===== config.mk =====
export PLATFORM = sky130hd
export DESIGN_NAME = fft_frame_sequencer
export DESIGN_NICKNAME = d
export VERILOG_FILES = /design/src/rtl/fft_frame_sequencer.sv
export SDC_FILE = /design/constraint.sdc
export NUM_CORES = 1
export LEC_CHECK = 0
export BUFFER_PORTS_ARGS = -buffer_cell sky130_fd_sc_hd__buf_2
export CAP_MARGIN = 25
export CORE_MARGIN = 10
export CORE_UTILIZATION = 49
export DETAILED_ROUTE_END_ITERATION = 7
export PLACE_DENSITY_LB_ADDON = 0.15
export SYNTH_ARGS = -nofsm -noshare
export SYNTH_HDL_FRONTEND = slang
export SYNTH_SLANG_ARGS = --single-unit

===== constraint.sdc =====
create_clock -name clk -period 2.3 [get_ports clk]
set_clock_uncertainty 0.05 [all_clocks]
set_input_delay 0.46 -clock clk [delete_from_list [all_inputs] [get_ports clk]]
set_output_delay 0.46 -clock clk [all_outputs]
set_load 0.01 [all_outputs]

===== src/rtl/fft_frame_sequencer.sv =====
// Frame controller between the ADC sample stream and the FFT core: fills a two-bank
// sample store at bit-reversed addresses and bursts each full bank into the core.
module fft_frame_sequencer #(
    parameter int ADC_DATLEN    = 12,
    parameter int FFT_VLEN      = 16,
    parameter int FFT_VLEN_LOG2 = 4
) (
    input  logic                      clk,
    input  logic                      rst,
    input  logic                      smp_valid,
    input  logic [ADC_DATLEN-1:0]     smp_data,
    output logic                      wr_en,
    output logic                      wr_bank,
    output logic [FFT_VLEN_LOG2-1:0]  wr_addr,
    output logic [ADC_DATLEN-1:0]     wr_data,
    output logic                      rd_bank,
    output logic [FFT_VLEN_LOG2-1:0]  rd_addr,
    input  logic [ADC_DATLEN-1:0]     rd_data,
    output logic [2*ADC_DATLEN-1:0]   fft_in_x,
    output logic                      fft_in_nd,
    input  logic                      fft_out_nd,
    input  logic                      fft_overflow,
    output logic                      bin_valid,
    output logic [FFT_VLEN_LOG2-1:0]  bin_idx,
    output logic                      frame_done,
    output logic                      frame_err,
    output logic                      ovf_flag,
    output logic [7:0]                drop_cnt,
    output logic                      busy
);

    typedef enum logic [1:0] {IDLE, FEED, WAIT, DRAIN} state_t;

    localparam logic [FFT_VLEN_LOG2-1:0] LAST = FFT_VLEN_LOG2'(FFT_VLEN - 1);

    state_t                   state;
    logic [FFT_VLEN_LOG2-1:0] wcnt;
    logic                     fill_bank;
    logic [1:0]               full;
    logic                     feed_d1;
    logic                     accept;
    logic                     fill_last;
    logic                     release_bank;
    logic                     unused_rd_lsb;

    function automatic logic [FFT_VLEN_LOG2-1:0] bitrev(input logic [FFT_VLEN_LOG2-1:0] v);
        logic [FFT_VLEN_LOG2-1:0] r;
        r = '0;
        for (int i = 0; i < FFT_VLEN_LOG2; i++) begin
            r[i] = v[FFT_VLEN_LOG2-1-i];
        end
        return r;
    endfunction

    // Both sides look at the registered full flags, so a sample arriving in the
    // release cycle of its bank is still dropped.
    assign accept        = smp_valid && !full[fill_bank];
    assign fill_last     = accept && (wcnt == LAST);
    assign release_bank  = (state == FEED) && (rd_addr == LAST);
    assign busy          = (state != IDLE);
    assign unused_rd_lsb = rd_data[0];

    always_ff @(posedge clk) begin
        if (rst) begin
            wr_en     <= 1'b0;
            wr_bank   <= 1'b0;
            wr_addr   <= '0;
            wr_data   <= '0;
            wcnt      <= '0;
            fill_bank <= 1'b0;
            drop_cnt  <= 8'd0;
        end else begin
            wr_en <= accept;
            if (accept) begin
                wr_bank <= fill_bank;
                wr_addr <= bitrev(wcnt);
                wr_data <= smp_data;
                wcnt    <= wcnt + 1'b1;
                if (wcnt == LAST) begin
                    fill_bank <= ~fill_bank;
                end
            end
            if (smp_valid && full[fill_bank] && (drop_cnt != 8'hFF)) begin
                drop_cnt <= drop_cnt + 8'd1;
            end
        end
    end

    // Fill and release always target different banks, so both may land together.
    always_ff @(posedge clk) begin
        if (rst) begin
            full <= 2'b00;
        end else begin
            if (fill_last) begin
                full[fill_bank] <= 1'b1;
            end
            if (release_bank) begin
                full[rd_bank] <= 1'b0;
            end
        end
    end

    always_ff @(posedge clk) begin
        if (rst) begin
            state      <= IDLE;
            rd_bank    <= 1'b0;
            rd_addr    <= '0;
            bin_valid  <= 1'b0;
            bin_idx    <= '0;
            frame_done <= 1'b0;
            frame_err  <= 1'b0;
        end else begin
            frame_done <= 1'b0;
            frame_err  <= 1'b0;
            case (state)
                IDLE: begin
                    if (full[rd_bank]) begin
                        rd_addr <= '0;
                        state   <= FEED;
                    end
                end
                FEED: begin
                    if (rd_addr == LAST) begin
                        rd_bank <= ~rd_bank;
                        state   <= WAIT;
                    end else begin
                        rd_addr <= rd_addr + 1'b1;
                    end
                end
                WAIT: begin
                    if (fft_out_nd) begin
                        bin_valid <= 1'b1;
                        bin_idx   <= '0;
                        state     <= DRAIN;
                    end
                end
                DRAIN: begin
                    if (bin_idx == LAST) begin
                        bin_valid  <= 1'b0;
                        frame_done <= 1'b1;
                        state      <= IDLE;
                    end else if (fft_out_nd) begin
                        bin_idx <= bin_idx + 1'b1;
                    end else begin
                        bin_valid <= 1'b0;
                        frame_err <= 1'b1;
                        state     <= IDLE;
                    end
                end
                default: state <= IDLE;
            endcase
        end
    end

    // Two-stage feed pipeline: address cycle, store read cycle, then the core word.
    always_ff @(posedge clk) begin
        if (rst) begin
            feed_d1   <= 1'b0;
            fft_in_nd <= 1'b0;
            fft_in_x  <= '0;
            ovf_flag  <= 1'b0;
        end else begin
            feed_d1   <= (state == FEED);
            fft_in_nd <= feed_d1;
            fft_in_x  <= feed_d1 ? {1'b0, rd_data[ADC_DATLEN-1:1], {ADC_DATLEN{1'b0}}} : '0;
            if (fft_overflow) begin
                ovf_flag <= 1'b1;
            end
        end
    end

endmodule


# ---- Yosys cells after proc, flatten, opt, wreduce, memory -nomap -nowiden
# Index checks and enable logic that the tools add are counted.
dict set report word_totals {
  register_bits 74
  inputBits 29
  out_inout_bits 65
  word_cells 100
}
dict set report op_classes {
  addsub 4
  order_cmp 4
  eq_ne 14
  muxes 30
  bitwise 7
  n_reduce_logical 21
}
# op n
set ops {}
lappend ops {{4-bit 2-to-1 mux} 5}
lappend ops {{2-bit 2-to-1 mux} 8}
lappend ops {{4-bit one-hot mux with 2 select lines} 2}
lappend ops {{4-bit by 1-bit adder with 4-bit output, second input constant} 3}
lappend ops {{4-bit equality test, second input constant} 3}
lappend ops {{1-bit 2-to-1 mux} 11}
lappend ops {{2-bit != test, second input constant} 5}
lappend ops {{8-bit by 1-bit adder with 8-bit output, second input constant} 1}
lappend ops {{8-bit != test, second input constant} 1}
lappend ops {{2-bit one-hot mux with 4 select lines} 1}
lappend ops {{4-bit AND reduction} 2}
lappend ops {{1-bit logical AND} 7}
lappend ops {{3-bit AND reduction} 2}
lappend ops {{2-bit nonzero test} 3}
lappend ops {{2-bit equality test, second input constant} 2}
lappend ops {{1-bit by 2-bit less-than comparator with 1-bit output, second input constant} 2}
lappend ops {{1-bit NOT} 4}
lappend ops {{2-bit AND reduction} 2}
lappend ops {{2-bit OR reduction} 2}
lappend ops {{3-bit != test, second input constant} 1}
lappend ops {{3-bit OR reduction} 1}
lappend ops {{2-bit bitwise AND} 1}
lappend ops {{1-bit demux with 1-bit select} 2}
lappend ops {{2-bit by 1-bit equality test with 1-bit output, second input constant} 1}
lappend ops {{7 further kinds} 8}

# ---- Depth between registers and ports, before layout
# Gate-level depths: netlist of the first run.
dict set report depth {
  word_depth 9
  mapped_depth 7
  ltp_nobuf 6
}

# ---- Worst setup path after synthesis of the first run
# OpenSTA, ideal clock, no wires.
dict set report synth_path {
  path_kind {reg2reg}
  startpoint {register state[1]}
  endpoint {register rd_addr[0]}
  setup_ns 0.070
  arrival_ns 1.567
  required_time_ns 2.180
  path_slack_ns 0.612
  path_stages_with_launch 7
  n_path_buf 0
  period_less_slack_ns 1.688
  path_cell_list {dfxtp_1 inv_1 ha_1 and4_1 a211o_1 or3b_1 a21oi_1}
}
dict set report synth_between {
  elab_chain_len 3
  elab_cells_between_ends 7
  classes_between {3 x eq/ne; 1 x mux; 3 x reduce/logical}
}
# item line
set synth_lines {}
lappend synth_lines {{from (decl)} 36} ;# state_t state;
lappend synth_lines {{from (signal assigned)} 105} ;# state <= IDLE;
lappend synth_lines {{from (signal assigned)} 119} ;# state <= FEED;
lappend synth_lines {{from (signal assigned)} 125} ;# state <= WAIT;
lappend synth_lines {{2-bit by 1-bit equality test with 1-bit output or 2-bit logical NOT (tied branches)} 115} ;# case (state)
lappend synth_lines {{2-bit != test (no line) or 2-bit nonzero test (tied branches)} --}
lappend synth_lines {{3-bit AND reduction (no line)} --}
lappend synth_lines {{to (signal assigned)} 127} ;# rd_addr <= rd_addr + 1'b1;
lappend synth_lines {{to (decl)} 17} ;# output logic [FFT_VLEN_LOG2-1:0] rd_addr,
# Parallel ways exist; a longest one is shown, timed or not.
# A chain may end at the register's enable or synchronous reset.

# ---- Worst setup path in the final report of the first run
# Same ends and word-level chain as after synthesis.

==> results of run 1 <==
==> sequential cells by signal, summed over array words and instances (netlist names), 2 cells and up <==
signal / flops
fft_in_x: 11
state: 2
wr_addr: 4
wcnt: 4
rd_addr: 4
wr_data: 12
full: 2
bin_idx: 4
drop_cnt: 8
==> Yosys cell counts (all sizes together), types with 3 or more instances <==
cell type	count	area share
nand4	5	0.012
nor2	26	0.041
buf	16	0.045
inv	5	0.0073
nand2b	3	0.0073
nor2b	5	0.012
clkbuf	9	0.013
ha	8	0.039
xor2	6	0.021
o21ai	6	0.012
mux2i	4	0.016
a31oi	3	0.0073
a21oi	30	0.059
nand3	11	0.023
nand2	45	0.066
dfxtp	61	0.48
and3	3	0.0073
and2	13	0.032
==> metal layers <==
metal / wire length, um / share of wire / global-route usage
met1: 2680 / 0.45 / 0.155
met2: 2610 / 0.44 / 0.214
met3: 543 / 0.091 / 0.0676
met4: 116 / 0.020 / 0.0720
met5: 0 / 0 / 0
==> per-stage QoR <==
stage,util,setup slack [ns],hold slack [ns],cells
2_1_floorplan,-,0.612,0.402,302
3_3_place_gp,0.582,0.371,0.389,428
3_5_place_dp,0.582,0.311,0.394,428
4_1_cts,0.617,0.280,0.263,443
5_1_grt,0.617,0.159,0.267,443
6_report,0.617,0.281,0.274,443
==> cell type report <==
class / instances / share of cell area
clock buffer: 14 / 0.0552
multi-input combinational: 211 / 0.388
clock inverter: 1 / 0.00160
timing repair buffer: 81 / 0.131
sequential: 61 / 0.390
inverter: 5 / 0.00600
tap: 70 / 0.0280
==> cells by family (layout without fill, tap and decap cells) <==
logic type / after synthesis / after routing
compound gates: 55 / 55
xor+xnor: 8 / 8
fa+ha+maj: 8 / 8
buf+inv: 30 / 101
flops: 61 / 61
mux: 6 / 6
other cells: 1 / 13
simple gates: 121 / 121
==> how the worst min path moves through the flow <==
stage	start	to	slack, ns	cells past startpoint
floorplan	wcnt[3]	wr_addr[0]	0.40	2
global placement	wr_data[8]	wr_data[8]	0.39	2
detailed placement	wr_data[4]	wr_data[4]	0.39	2
CTS	rd_data[2]	fft_in_x[13]	0.26	2
global route	rd_data[9]	fft_in_x[20]	0.27	2
finish	rd_data[2]	fft_in_x[13]	0.27	2
==> where the power goes <==
| part | switching, W | total (W) | internal, W |
|---|---|---|---|
| clock | 0.000381 | 0.000854 | 0.000473 |
| combinational | 0.000142 | 0.000233 | 0.0000910 |
| sequential | 0.0000173 | 0.00111 | 0.00109 |
==> critical path, delay by kind of cell, from the launching register on <==
kind | cells | cell delay, ns
AND/OR/NAND/NOR | 2 | 0.69
flip-flops | 1 | 0.38
adder cells (fa/ha/maj) | 1 | 0.32
AO/OA/AOI/OAI | 2 | 0.43
buffers and inverters | 1 | 0.08
==> impl_metrics.py, run 1 <==
metrics = {
    "critical_path": {
        "reg2reg_depth": 6,
        "crit_fanout": 12,
        "reg2reg_slack_ns": 0.28,
        "critPathLaunchType": "flip-flop",
        "timing.rr.end": "rd_addr[0]",
        "cp_slowest_stage_delay_ns": 0.39,
        "critPathSlowestCell": "or3b_1",
        "required_ns": 2.51,
        "cp_data_arrival_time_ns": 2.23,
        "critPathKind": "reg2reg",
        "r2r_start": "state[1]",
        "crit_chain": "inv_1, ha_1, and4_1, a211o_1, or3b_1, a21oi_1",
        "crit_path_end": "rd_addr[0]",
        "end_kind": "flip-flop",
        "crit_start": "state[1]",
    },
    "job": {
        "max_cap_viol_count": 0,
    },
    "clock_network": {
        "clkSinkCount": 61,
        "cts_tree": "built",
        "clock_latency_ns": 0.33,
        "post_cts_buffers": 0,
        "cts.htree.levels": 3,
        "ctsHoldBuffers": 0,
        "root_buffer": "clkbuf_8",
        "cts_buffer_depth": 2,
        "numCtsBuffers": 9,
        "clk_pin_slew_ns": 0.06,
        "cts_resized": 0,
    },
    "power_and_ir_drop": {
        "power.total_w": 0.00220,
        "leakage_nw": 1.46,
        "powerDensity_nw_per_um2": 702,
        "ir_drop_mv": 0.378,
    },
    "sta": {
        "setup_viol": 0,
        "slew_headroom": 0.598,
        "min_period_over_period": 0.878,
        "final-max-slew-violation-count": 0,
        "tightestPinTransition_ns": 0.602,
        "rsz0062_at_grt": "false",
        "setup_tns_ns": 0,
        "max_freq_mhz": 495,
        "finalWorstPathRequiredPeriod_ns": 2.02,
        "hold_viol": 0,
    },
    "routing": {
        "drc_errors": 0,
        "antenna_left": 0,
        "drt_pass1_iterations": 4,
        "via_per_inst": 4.83,
        "detailroute.via_count": 2140,
        "drtIter0Drc": 83,
        "wl_per_cell_um": 13.4,
        "wirelength_um": 5940,
    },
    "synth": {
        "synth.cell_area_um2": 2560,
        "synth-seq-cells": 61,
        "yosys.area_share.simple": 0.231,
        "synth-compound-area-share": 0.133,
        "synth_ff_type": "dfxtp_1",
        "synthMuxAreaShare": 0.0259,
        "synthArstFlopShare": 0,
        "syn-instance-count": 290,
        "synth_xor_area_frac": 0.0274,
        "synth_cell_type_count": 44,
        "synth-adder-area-share": 0.0391,
        "synth_top_family_by_area": "simple AND/OR/NAND/NOR gates",
        "synth_area_per_cell_um2": 8.82,
        "ys_seq_area_frac": 0.477,
        "yosysWarnings": 0,
        "synth-edff-count": 0,
    },
    "floorplan": {
        "ios": 94,
        "num_rows": 26,
        "initial_core_util": 0.504,
        "die-area_um2": 8510,
        "core_um2": 5070,
        "die_h_um": 92.3,
        "fp.dieW_um": 92.3,
    },
    "cells_and_area": {
        "nets": 406,
        "most-common-layout-cells": "buf_2, dfxtp_1, nand2_1, a21oi_1, nor2_1",
        "num_antenna_cells": 0,
        "multiInputGateArea_um2": 1210,
        "seq_area_um2": 1220,
        "drive_above_1_share": 0.265,
        "final_common_cell": "buf_2",
        "area_growth_pct": 22.3,
        "fillCellCount": 507,
        "finish.instance_area_um2": 3130,
    },
    "grt": {
        "overflow": 0,
        "antenna_found_initial": 0,
        "grt_max_degree": 26,
        "first_global_vias": 2075,
        "groute.usage.overall": 0.139,
        "grt_pass1_wl_um": 9720,
    },
    "placed_design": {
        "dpl.hpwl_um": 4340,
        "numPortBuffers": 79,
        "dpl_cell_area_um2": 2950,
        "gp_congestion": 0.769,
    },
    "hold_path": {
        "hp-class": "in2reg",
    },
    "outcome": {
        "outcome": "finished, final reports clean",
    },
}
No activity file was read; power rests on OpenSTA's default activity.
==> run 2: changes to the inputs <==
- REMOVE_ABC_BUFFERS: not set -> 1
==> run 2 against run 1 <==
Compared with the run above:
- setup slack improved by 0.11 ns
- largest power group unchanged
- global-route usage about the same
- non-clock buffer count grew 1
- critical endpoint unchanged
- sequential power about the same
- first-iteration DRC count up 30%
==> impl_metrics.py, run 2 (synthesis gave the netlist of run 1 again) <==
metrics = {
    "sta": {
        "min_period_over_period": 0.830,
        "setup_ws_ns": 0.391,
        "tightestPinTransition_ns": 0.593,
        "hold_viol": 0,
        "setup_viol": 0,
        "final-max-slew-violation-count": 0,
        "rsz0062_at_grt": "false",
        "setup_tns_ns": 0,
        "max_freq_mhz": 524,
        "finalWorstPathRequiredPeriod_ns": 1.91,
        "slew_headroom": 0.604,
    },
    "grt": {
        "grt_pass1_wl_um": 9570,
        "grt_use_met3": 0.0685,
        "groute.usage.overall": 0.139,
        "antenna_found_initial": 0,
        "grt_max_degree": 20,
        "busiest_layer": "met2",
        "met2_usage": 0.218,
        "grtUsageMet1": 0.156,
        "first_global_vias": 2075,
        "overflow": 0,
    },
    "critical_path": {
        "r2r_start": "state[1]",
        "critPathKind": "reg2reg",
        "reg2reg_depth": 6,
        "required_ns": 2.51,
        "crit_fanout": 5,
        "cp_data_arrival_time_ns": 2.12,
        "timing.rr.end": "rd_addr[0]",
        "crit_start": "state[1]",
        "crit_path_end": "rd_addr[0]",
        "end_kind": "flip-flop",
        "reg2reg_slack_ns": 0.39,
        "critPathLaunchType": "flip-flop",
    },
    "hold_path": {
        "hp-class": "in2reg",
    },
    "cells_and_area": {
        "num_antenna_cells": 0,
        "finish.instance_area_um2": 3170,
        "final_cell_count_no_fill": 444,
        "area_growth_pct": 24.0,
        "largest_reg_flops": 12,
        "fillCellCount": 465,
        "drive_above_1_share": 0.273,
        "final_common_cell": "buf_2",
        "regMostFlops": "wr_data",
        "nets": 407,
        "most-common-layout-cells": "buf_2, dfxtp_1, nand2_1, a21oi_1, nor2_1",
        "largestRegisters": "wr_data (12), fft_in_x (11), drop_cnt (8)",
    },
    "floorplan": {
        "core_um2": 5070,
        "initial_core_util": 0.504,
        "fp.dieW_um": 92.3,
        "die_h_um": 92.3,
        "die-area_um2": 8510,
        "num_rows": 26,
        "ios": 94,
    },
    "routing": {
        "drtIter0Drc": 108,
        "via_per_inst": 4.89,
        "antenna_left": 0,
        "drc_errors": 0,
        "drt_pass1_iterations": 4,
        "wirelength_um": 5820,
        "wl_per_cell_um": 13.1,
        "detailroute.via_count": 2170,
    },
    "power_and_ir_drop": {
        "powerDensity_nw_per_um2": 749,
        "power.total_w": 0.00238,
        "ir_drop_mv": 0.423,
        "leakage_nw": 1.49,
    },
    "placed_design": {
        "numPortBuffers": 79,
        "dpl.hpwl_um": 4330,
        "gp_congestion": 0.775,
        "dpl_cell_area_um2": 2960,
        "place_ws_ns": 0.401,
        "dp.cells": 429,
    },
    "job": {
        "max_cap_viol_count": 0,
    },
    "outcome": {
        "outcome": "finished, final reports clean",
    },
    "clock_network": {
        "post_cts_buffers": 0,
        "root_buffer": "clkbuf_8",
        "cts_buffer_depth": 2,
        "ctsHoldBuffers": 0,
        "clk_pin_slew_ns": 0.07,
        "numCtsBuffers": 9,
        "cts.htree.levels": 3,
        "cts_tree": "built",
        "cts_resized": 0,
        "clkSinkCount": 61,
        "clock_latency_ns": 0.33,
    },
}
==> run 2: cell types whose count changed in the layout (fill, tap and decap cells not counted) <==
cell       delta
bufinv_16     +2
buf_4         +1
clkbuf_8      -2
clkbuf_1      -2
clkinv_2      +2
==> run 2: worst max-delay path: stages (launching register included) <==
cell and delay [ns]:
dfxtp_1 0.38, inv_1 0.08, ha_1 0.23, and4_1 0.26, a211o_1 0.30, or3b_1 0.39
a21oi_1 0.14
==> run 2: per-stage QoR <==
step / util / hold WS, ns
2_1_floorplan: - / 0.396
3_3_place_gp: 0.583 / 0.389
3_5_place_dp: 0.583 / 0.393
4_1_cts: 0.625 / 0.266
5_1_grt: 0.625 / 0.262
6_report: 0.625 / 0.274
==> run 2: cell type report <==
cell class | count | area [um2] | share of cell area
clock buffer | 10 | 138 | 0.0434
clock inverter | 5 | 75.1 | 0.0237
inverter | 5 | 18.8 | 0.00591
multi-input combinational | 211 | 1210 | 0.383
sequential | 61 | 1220 | 0.385
tap | 70 | 87.6 | 0.0276
timing repair buffer | 82 | 418 | 0.132
==> run 2: worst min path at each step <==
stage	cells past startpoint	slack, ns	end	start
after floorplan	2	0.40	wr_addr[0]	wcnt[3]
after global placement	2	0.39	wr_data[8]	wr_data[8]
after detailed placement	2	0.39	wr_data[0]	wr_data[0]
after CTS	2	0.27	fft_in_x[18]	rd_data[7]
after global routing	2	0.26	fft_in_x[18]	rd_data[7]
final	2	0.27	fft_in_x[18]	rd_data[7]
==> run 2: per-layer routing <==
layer	vias to the layer above	wire length [um]
li1	1126	-
met3	10	450
met1	966	2590
met5	-	0
met2	68	2690
met4	0	85
==> run 2: power breakdown <==
part	switching [W]	total, W	internal [W]	leakage (nW)
Clock	0.000403	0.00103	0.000628	0.112
Sequential	0.0000168	0.00111	0.00109	0.495
Combinational	0.000142	0.000238	0.0000963	0.883
Total	0.000562	0.00238	0.00182	1.49
==> run 3: changes to the inputs <==
- CORE_UTILIZATION: 49 -> 44
- clock period: 2.3 -> 1.6 ns (I/O delays scaled with it)
==> run 3 against run 2 <==
Compared with the run above:
- the run now ends with setup timing left
- die area is 8.8% higher
- setup slack worse by 0.42 ns
- clock power increased by 44%
- largest power group unchanged
- critical path depth unchanged
- combinational power is 110% higher
- non-clock buffer count increased by 28
- sequential share of layout area shrank 3.6 points
==> impl_metrics.py, run 3 (synthesis gave the netlist of run 1 again) <==
metrics = {
    "outcome": {
        "outcome": "finished with violations",
        "violations": "setup timing",
    },
    "critical_path": {
        "crit_start": "state[1]",
        "r2r_start": "state[1]",
        "required_ns": 1.23,
        "reg2reg_slack_ns": 0,
        "crit_fanout": 3,
        "critPathKind": "reg2out",
        "reg2reg_depth": 7,
        "timing.rr.end": "rd_addr[0]",
        "critPathLaunchType": "flip-flop",
        "crit_path_end": "busy",
        "end_kind": "output port",
        "cp_data_arrival_time_ns": 1.26,
    },
    "cells_and_area": {
        "largestRegisters": "wr_data (12), fft_in_x (11), drop_cnt (8)",
        "nets": 435,
        "multiInputGateArea_um2": 1300,
        "regMostFlops": "wr_data",
        "final_cell_count_no_fill": 475,
        "num_antenna_cells": 0,
        "area_growth_pct": 37.3,
        "largest_reg_flops": 12,
        "fillCellCount": 481,
        "drive_above_1_share": 0.377,
        "final_common_cell": "buf_2",
        "most-common-layout-cells": "buf_2, dfxtp_1, nand2_1, a21oi_1, buf_4",
        "utilization": 0.630,
        "seq_area_um2": 1230,
    },
    "routing": {
        "via_per_inst": 4.84,
        "antenna_left": 0,
        "detailroute.via_count": 2298,
        "drt_pass1_iterations": 4,
        "drc_errors": 0,
        "wl_per_cell_um": 13.4,
        "wirelength_um": 6370,
        "drtIter0Drc": 73,
    },
    "placed_design": {
        "place_ws_ns": -0.0889,
        "dp.cells": 455,
        "gp_congestion": 0.815,
        "dpl.hpwl_um": 4620,
        "numPortBuffers": 79,
    },
    "clock_network": {
        "clkSinkCount": 61,
        "cts_tree": "built",
        "root_buffer": "clkbuf_8",
        "cts.htree.levels": 3,
        "numCtsBuffers": 9,
        "clk_pin_slew_ns": 0.07,
        "clock_latency_ns": 0.33,
        "ctsHoldBuffers": 0,
        "cts_buffer_depth": 2,
    },
    "sta": {
        "tightestPinTransition_ns": 0.597,
        "rsz0062_at_grt": "true",
        "finalWorstPathRequiredPeriod_ns": 1.63,
        "setup_tns_ns": -0.0300,
        "final-max-slew-violation-count": 0,
        "max_freq_mhz": 615,
        "setup_ws_ns": -0.0262,
        "whs_ns": 0.133,
        "slew_headroom": 0.601,
        "hold_viol": 0,
        "min_period_over_period": 1.02,
        "setup_viol": 2,
    },
    "power_and_ir_drop": {
        "switching_share": 0.247,
        "leakage_nw": 1.64,
        "switchingPower_w": 0.000882,
        "powerDensity_nw_per_um2": 1020,
        "p_comb_frac": 0.137,
        "power_frac_clock": 0.415,
        "ir_drop_mv": 0.532,
        "p_int_w": 0.00269,
        "p_seq_frac": 0.448,
    },
    "floorplan": {
        "die-area_um2": 9270,
        "die_h_um": 96.3,
        "core_um2": 5570,
        "fp.dieW_um": 96.3,
        "num_rows": 27,
        "initial_core_util": 0.459,
        "ios": 94,
    },
    "grt": {
        "grt_pass1_wl_um": 10000,
        "grt_max_degree": 20,
        "antenna_found_initial": 0,
        "overflow": 0,
        "first_global_vias": 2233,
        "groute.usage.overall": 0.135,
    },
    "hold_path": {
        "hp-class": "in2reg",
    },
    "job": {
        "max_cap_viol_count": 0,
    },
}
run 3: cell count changes in the layout (fill, tap and decap cells not counted), sizes merged:
cell,change
buf,+28
inv,+1
clkinvlp,+1
clkinv,-1
run 3: metal layers:
layer / vias up / global-route usage / share of wire
li1: 1178 / - / -
met3: 12 / 0.0475 / 0.079
met1: 1038 / 0.157 / 0.45
met5: - / 0 / 0
met4: 0 / 0.0688 / 0.021
met2: 70 / 0.215 / 0.45
run 3: cell type report:
cell class / count / share of cell area
Clock inverter: 6 / 0.0246
Multi-Input combinational cell: 211 / 0.369
Tap cell: 72 / 0.0257
Sequential cell: 61 / 0.349
Clock buffer: 10 / 0.0363
Timing Repair Buffer: 110 / 0.190
Inverter: 5 / 0.00534
run 3: worst max-delay path, cell delays in order (launching register included):
cell	delay (ns)
dfxtp_2	0.35
inv_2	0.06
buf_6	0.11
ha_4	0.16
buf_6	0.12
inv_2	0.04
buf_6	0.09
run 3: power by group through the flow:
stage          clock network, W  logic [W]  registers [W]
2_1_floorplan                 0   0.000177        0.00164
3_3_place_gp                  0   0.000399        0.00163
3_5_place_dp                  0   0.000407        0.00163
4_1_cts                 0.00152   0.000466        0.00160
5_1_grt                 0.00159   0.000539        0.00161
6_report                0.00148   0.000490        0.00160
run 3: how the worst min path moves through the flow:
stage / start / to / slack [ns] / cells past startpoint
6_report: rd_data[2] / fft_in_x[13] / 0.13 / 2
5_1_grt: rd_data[6] / fft_in_x[17] / 0.12 / 2
4_1_cts: rd_data[2] / fft_in_x[13] / 0.12 / 2
3_5_place_dp: wr_data[1] / wr_data[1] / 0.39 / 2
3_3_place_gp: wr_data[4] / wr_data[4] / 0.39 / 2
2_1_floorplan: rst / drop_cnt[4] / 0.34 / 1
run 3: per-stage QoR:
step                cell area [um2]  total power [W]
detailed placement             3170          0.00203
global route                   3510          0.00374
floorplan                      2450          0.00182
CTS                            3450          0.00359
global placement               3170          0.00202
finish                         3510          0.00357
run 3: what timing repair did:
item	CTS	global route
setup endpoints to repair	6	13
pin swaps	8	7
setup buffers	3	1
resized for setup	14	16
cloned	0	0
